**src/rtl/alu_writeback_stage_if.sv**
```systemverilog
// Bundle between the ALU issue side and the writeback stage.
// With WB_FORWARD_EN defined, it also carries the wb-stage forwarding outputs.
interface alu_writeback_stage_if #(
  parameter int CNTW = 32
);
  // Issue has no ready signal. The stage accepts an op on every cycle that
  // iss_valid is high. iss_rd and iss_we are sampled in that same cycle, and
  // flush kills the op being issued together with everything in flight.
  logic            iss_valid;
  logic [4:0]      iss_rd;
  logic            iss_we;
  logic            flush;
  logic [31:0]     alu_result;
  logic [4:0]      rs1_addr;
  logic [4:0]      rs2_addr;
  logic            wb_we;
  logic [4:0]      wb_addr;
  logic [31:0]     wb_data;
  logic            hazard_rs1;
  logic            hazard_rs2;
  logic [CNTW-1:0] retired;
`ifdef WB_FORWARD_EN
  logic            fwd_rs1_en;
  logic [31:0]     fwd_rs1_data;
  logic            fwd_rs2_en;
  logic [31:0]     fwd_rs2_data;
`endif

  modport master (
    output iss_valid, iss_rd, iss_we, flush, alu_result, rs1_addr, rs2_addr,
`ifdef WB_FORWARD_EN
    input  fwd_rs1_en, fwd_rs1_data, fwd_rs2_en, fwd_rs2_data,
`endif
    input  wb_we, wb_addr, wb_data, hazard_rs1, hazard_rs2, retired
  );

  modport slave (
    input  iss_valid, iss_rd, iss_we, flush, alu_result, rs1_addr, rs2_addr,
`ifdef WB_FORWARD_EN
    output fwd_rs1_en, fwd_rs1_data, fwd_rs2_en, fwd_rs2_data,
`endif
    output wb_we, wb_addr, wb_data, hazard_rs1, hazard_rs2, retired
  );
endinterface

```
**src/rtl/alu_writeback_stage.sv**
```systemverilog
// Writeback stage behind a LAT-cycle ALU. It carries destination tags and writes the register file.
// It also reports RAW hazards and counts retired ops. Optional forwarding is enabled with WB_FORWARD_EN.
module alu_writeback_stage #(
  parameter int LAT  = 2,
  parameter int CNTW = 32
) (
  input logic                  clk,
  input logic                  Areset,
  alu_writeback_stage_if.slave bus
);

  // The tag stages cover the issue-to-result distance (LAT-1 registers), and the wb
  // register is the final stage, so issue-to-write is LAT cycles. LAT must be >= 2.
  localparam int NSTG = LAT - 1;

  logic [NSTG-1:0] tag_v_q,  tag_v_d;
  logic [NSTG-1:0] tag_we_q, tag_we_d;
  logic [4:0]      tag_rd_q [NSTG];
  logic [4:0]      tag_rd_d [NSTG];

  logic            wb_we_q,   wb_we_d;
  logic [4:0]      wb_addr_q, wb_addr_d;
  logic [31:0]     wb_data_q, wb_data_d;
  logic [CNTW-1:0] retired_q, retired_d;

  logic            wb_enter;
  logic            pipe_hit1, pipe_hit2;
  logic            wb_hit1,   wb_hit2;

  always_comb begin
    tag_v_d     = '0;
    tag_we_d    = tag_we_q;
    tag_rd_d    = tag_rd_q;
    tag_v_d[0]  = bus.iss_valid & ~bus.flush;
    tag_we_d[0] = bus.iss_we;
    tag_rd_d[0] = bus.iss_rd;
    for (int i = 1; i < NSTG; i++) begin
      tag_v_d[i]  = tag_v_q[i-1] & ~bus.flush;
      tag_we_d[i] = tag_we_q[i-1];
      tag_rd_d[i] = tag_rd_q[i-1];
    end
  end

  // A flush in the cycle the result matures still kills that op.
  // The wb register keeps its contents from the last op that completed.
  assign wb_enter = tag_v_q[NSTG-1] & ~bus.flush;

  always_comb begin
    wb_we_d   = wb_enter & tag_we_q[NSTG-1] & (tag_rd_q[NSTG-1] != 5'd0);
    wb_addr_d = wb_addr_q;
    wb_data_d = wb_data_q;
    retired_d = retired_q;
    if (wb_enter) begin
      wb_addr_d = tag_rd_q[NSTG-1];
      wb_data_d = bus.alu_result;
      retired_d = retired_q + {{(CNTW-1){1'b0}}, 1'b1};
    end
  end

  always_ff @(posedge clk) begin
    if (Areset) begin
      tag_v_q   <= '0;
      tag_we_q  <= '0;
      for (int i = 0; i < NSTG; i++) tag_rd_q[i] <= 5'd0;
      wb_we_q   <= 1'b0;
      wb_addr_q <= 5'd0;
      wb_data_q <= 32'd0;
      retired_q <= '0;
    end else begin
      tag_v_q   <= tag_v_d;
      tag_we_q  <= tag_we_d;
      for (int i = 0; i < NSTG; i++) tag_rd_q[i] <= tag_rd_d[i];
      wb_we_q   <= wb_we_d;
      wb_addr_q <= wb_addr_d;
      wb_data_q <= wb_data_d;
      retired_q <= retired_d;
    end
  end

  // A pending write to x0 is never a hazard, because x0 is hardwired.
  always_comb begin
    pipe_hit1 = 1'b0;
    pipe_hit2 = 1'b0;
    for (int i = 0; i < NSTG; i++) begin
      if (tag_v_q[i] && tag_we_q[i] && (tag_rd_q[i] == bus.rs1_addr)) pipe_hit1 = 1'b1;
      if (tag_v_q[i] && tag_we_q[i] && (tag_rd_q[i] == bus.rs2_addr)) pipe_hit2 = 1'b1;
    end
    pipe_hit1 = pipe_hit1 & (bus.rs1_addr != 5'd0);
    pipe_hit2 = pipe_hit2 & (bus.rs2_addr != 5'd0);
  end

  assign wb_hit1 = wb_we_q & (wb_addr_q == bus.rs1_addr) & (bus.rs1_addr != 5'd0);
  assign wb_hit2 = wb_we_q & (wb_addr_q == bus.rs2_addr) & (bus.rs2_addr != 5'd0);

`ifdef WB_FORWARD_EN
  // A younger in-flight write to the same register wins over the wb value.
  assign bus.hazard_rs1   = pipe_hit1;
  assign bus.hazard_rs2   = pipe_hit2;
  assign bus.fwd_rs1_en   = wb_hit1 & ~pipe_hit1;
  assign bus.fwd_rs2_en   = wb_hit2 & ~pipe_hit2;
  assign bus.fwd_rs1_data = wb_data_q;
  assign bus.fwd_rs2_data = wb_data_q;
`else
  assign bus.hazard_rs1   = pipe_hit1 | wb_hit1;
  assign bus.hazard_rs2   = pipe_hit2 | wb_hit2;
`endif

  assign bus.wb_we   = wb_we_q;
  assign bus.wb_addr = wb_addr_q;
  assign bus.wb_data = wb_data_q;
  assign bus.retired = retired_q;

endmodule

```
**src/flat_wrapper.sv**
```systemverilog
// flat-port wrapper written by rule: the top's interface ports become plain ports
module alu_writeback_stage_flat 
#(
  parameter int LAT  = 2,
  parameter int CNTW = 32
)
  (clk, Areset, bus_iss_valid, bus_iss_rd, bus_iss_we, bus_flush, bus_alu_result, bus_rs1_addr, bus_rs2_addr, bus_wb_we, bus_wb_addr, bus_wb_data, bus_hazard_rs1, bus_hazard_rs2, bus_retired);
  alu_writeback_stage_if #(.CNTW(CNTW)) bus_i ();
  input logic clk;
  input logic Areset;
  input wire logic [$bits(bus_i.iss_valid)-1:0] bus_iss_valid;
  input wire logic [$bits(bus_i.iss_rd)-1:0] bus_iss_rd;
  input wire logic [$bits(bus_i.iss_we)-1:0] bus_iss_we;
  input wire logic [$bits(bus_i.flush)-1:0] bus_flush;
  input wire logic [$bits(bus_i.alu_result)-1:0] bus_alu_result;
  input wire logic [$bits(bus_i.rs1_addr)-1:0] bus_rs1_addr;
  input wire logic [$bits(bus_i.rs2_addr)-1:0] bus_rs2_addr;
  output wire logic [$bits(bus_i.wb_we)-1:0] bus_wb_we;
  output wire logic [$bits(bus_i.wb_addr)-1:0] bus_wb_addr;
  output wire logic [$bits(bus_i.wb_data)-1:0] bus_wb_data;
  output wire logic [$bits(bus_i.hazard_rs1)-1:0] bus_hazard_rs1;
  output wire logic [$bits(bus_i.hazard_rs2)-1:0] bus_hazard_rs2;
  output wire logic [$bits(bus_i.retired)-1:0] bus_retired;
  assign bus_i.iss_valid = bus_iss_valid;
  assign bus_i.iss_rd = bus_iss_rd;
  assign bus_i.iss_we = bus_iss_we;
  assign bus_i.flush = bus_flush;
  assign bus_i.alu_result = bus_alu_result;
  assign bus_i.rs1_addr = bus_rs1_addr;
  assign bus_i.rs2_addr = bus_rs2_addr;
  assign bus_wb_we = bus_i.wb_we;
  assign bus_wb_addr = bus_i.wb_addr;
  assign bus_wb_data = bus_i.wb_data;
  assign bus_hazard_rs1 = bus_i.hazard_rs1;
  assign bus_hazard_rs2 = bus_i.hazard_rs2;
  assign bus_retired = bus_i.retired;
  alu_writeback_stage #(.LAT(LAT), .CNTW(CNTW)) u_core (.clk(clk), .Areset(Areset), .bus(bus_i));
endmodule
```
**config.mk**
```make
export PLATFORM = sky130hd
export DESIGN_NAME = alu_writeback_stage_flat
export DESIGN_NICKNAME = d
export VERILOG_FILES = /design/src/rtl/alu_writeback_stage_if.sv /design/src/rtl/alu_writeback_stage.sv /design/src/flat_wrapper.sv
export SDC_FILE = /design/constraint.sdc
export NUM_CORES = 1
export LEC_CHECK = 0
export CAP_MARGIN = 15
export CORE_MARGIN = 2
export CORE_UTILIZATION = 55
export CTS_BUF_LIST = sky130_fd_sc_hd__clkbuf_4
export DETAILED_ROUTE_END_ITERATION = 12
export DONT_BUFFER_PORTS = 1
export GPL_ROUTABILITY_DRIVEN = 0
export GPL_TIMING_DRIVEN = 1
export PLACE_DENSITY = 0.77
export SYNTH_ARGS = -nofsm -noshare
export SYNTH_HDL_FRONTEND = slang
export SYNTH_SLANG_ARGS = --single-unit
```
**constraint.sdc**
```tcl
create_clock -name clk -period 4.05 [get_ports clk]
set_input_delay 1.215 -clock clk [delete_from_list [all_inputs] [get_ports clk]]
set_output_delay 1.215 -clock clk [all_outputs]
set_load 0.02 [all_outputs]
```
==> out/results.ini <==
[worst_setup_path]
crit_arrival_ns = 2.16
crit_type = in2out
crit_path_end_kind = output port
cp_max_fo = 3
cp.required_ns = 2.83
critPathLaunchType = primary input
rrSetupSlack_ns = 1.66

[cts]
clock_latency_ns = 0.41
clk_pin_slew_worst_paths_ns = 0.10
cts_buffers = 9
root_buffer = clkbuf_4
htreeDepth = 3
clock-sinks = 77
clock_path_buffers = 2
cts_tree = built
ctsResizeCount = 0
hold_buffers = 0
postCtsSetupBuffers = 0

[pwr]
power.density_nw_per_um2 = 414
totalPowerFinal_uw = 1450
ir_drop_mv = 0.300
leakage_uw = 0.00111

[sta]
fin_ws_ns = 0.673
max_freq_mhz = 296
relSlewSlack_pct = 54.0
tightestPinTransition_ns = 0.690
period_share_pct = 83.4
setup_viol = 0
hold_viol = 0
clock_skew_ns = 0.0192
rsz0062_at_grt = no
maxSlewViolCount = 0
min_period_ns = 3.38
setup_tns_ns = 0

[die]
die-width_um = 81.5
die_height_um = 81.5
dieArea_um2 = 6640
start_util_pct = 56.5
core-area_um2 = 5850
num_io_pins = 124
rows = 28

[cells_and_area]
fill_cells = 524
layout_common_cells = 88 x nand2_1, 77 x dfxtp_1, 61 x a21oi_1
instances_no_fill = 462
area_delta_synth_final_pct = 6.13
final_common_cell = nand2_1
drive_gt1_share_pct = 6.98
nets = 436
insertedDiodeCount = 0

[logic_synthesis]
syn_inst = 392
synth-edff-count = 0
yosys.area.top_type_share_pct = 46.6
yosys.area.top_type = dfxtp_1
syn_nets = 445
synth.distinct_cells = 39
synthFlopType = dfxtp_1
syn-cell-area_um2 = 3300
yosysSeqAreaShare_pct = 46.6
yosys_warnings = 0
synth_seq_cells = 77
synthTopCellsByArea = dfxtp_1 47%, nand2_1 10%, a21oi_1 9.2%, xor2_1 5.3%, or4_1 4.1%
synthArstFlopShare_pct = 0
syn_avg_cell_area_um2 = 8.43

[detailed_routing]
vias = 2719
wirelength_um = 7230
post_drt_wl_per_cell_um = 15.7
drc = 0
firstDrtPassIters = 4
ant_nets = 0
drt-initial-drc-count = 139
drt-vias-per-instance = 5.89

[outcome]
status = completed

[place]
io_buffers = 0
dp_cells = 447
dp_slack_ns = 0.659
place_hpwl_um = 4960

[grt]
grt_util_all_layers_pct = 21.7
antenna_found_initial = 0
grt-ovfl-total = 0
grt_pass1_vias = 2482
grt_max_degree = 78
grt_pass1_wl_um = 11200

[flow_run]
maxCapViolCount = 0

[min_path]
hp-class = reg2reg

==> where the power goes <==
part | leakage (µW) | switching [µW] | internal [µW]
logic | 0.000388 | 17.2 | 18.0
registers | 0.000623 | 21.2 | 768
clock network | 0.000104 | 251 | 377
==> synthesized netlist by cell type (7+ instances only) <==
cell and instances:
xor2_1 20, dfxtp_1 77, xnor2_1 10, o31ai_1 17, nand3_1 11, nor2b_1 7, clkbuf_1 15, a21oi_1 61
or4_1 18, nand2_1 88, nor2_1 14
==> path summary, 6_finish.rpt <==
check,startpoint,end,cells past startpoint
worst max-delay path,bus_rs2_addr[4],bus_hazard_rs2,4
worst min register to register,u_core.tag_rd_q[0],u_core.bus.wb_addr[0],2
worst max register to register,u_core.bus.retired[4],u_core.bus.retired[16],4
worst min-delay path,u_core.tag_rd_q[0],u_core.bus.wb_addr[0],2
==> cell families (layout without fill, tap and decap cells) <==
logic type / after synthesis / count (layout) / share of synthesized area (%)
simple gates: 174 / 174 / 27.3
flops: 77 / 77 / 46.6
buf+inv: 28 / 23 / 3.94
xor+xnor: 30 / 30 / 7.95
fa+ha+maj: 1 / 1 / 0.379
compound gates: 82 / 82 / 13.8
==> cell type report <==
class | instances | area (µm²) | share of cell area [%]
clock buffer | 10 | 75.1 | 2.14
clock inverter | 5 | 124 | 3.53
inverter | 6 | 22.5 | 0.642
multi-input combinational | 287 | 1640 | 46.6
sequential | 77 | 1540 | 44.0
tap | 75 | 93.8 | 2.68
timing repair buffer | 2 | 15.0 | 0.428
==> through the flow <==
stage          instance area (µm²)  utilization (%)  hold slack, ns
2_1_floorplan                 3300                -           0.475
3_3_place_gp                  3310             56.5           0.503
3_5_place_dp                  3310             56.5           0.506
4_1_cts                       3510             59.9           0.524
5_1_grt                       3510             59.9           0.529
6_report                      3510             59.9           0.523
==> sequential cells by signal, summed over array words and instances, names as in the netlist <==
signal	flops
u_core.bus.retired	32
u_core.tag_v_q	1
u_core.bus.wb_data	32
u_core.tag_we_q	1
u_core.bus.wb_we	1
u_core.tag_rd_q	5
u_core.bus.wb_addr	5
==> layer usage <==
metal  track usage [%]  vias up  routed length [µm]
li1                  -     1363                   -
met1              27.0     1265                3120
met2              34.8       85                3520
met3              7.36        6                 531
met4              8.31        0                  61
met5                 0        -                   0
==> worst max-delay path: stages <==
cell     delay, ns
xor2_1        0.13
nor4_1        0.27
nand4_1       0.13
a21oi_1       0.41
Note: power is estimated with default switching activity, not from simulation.
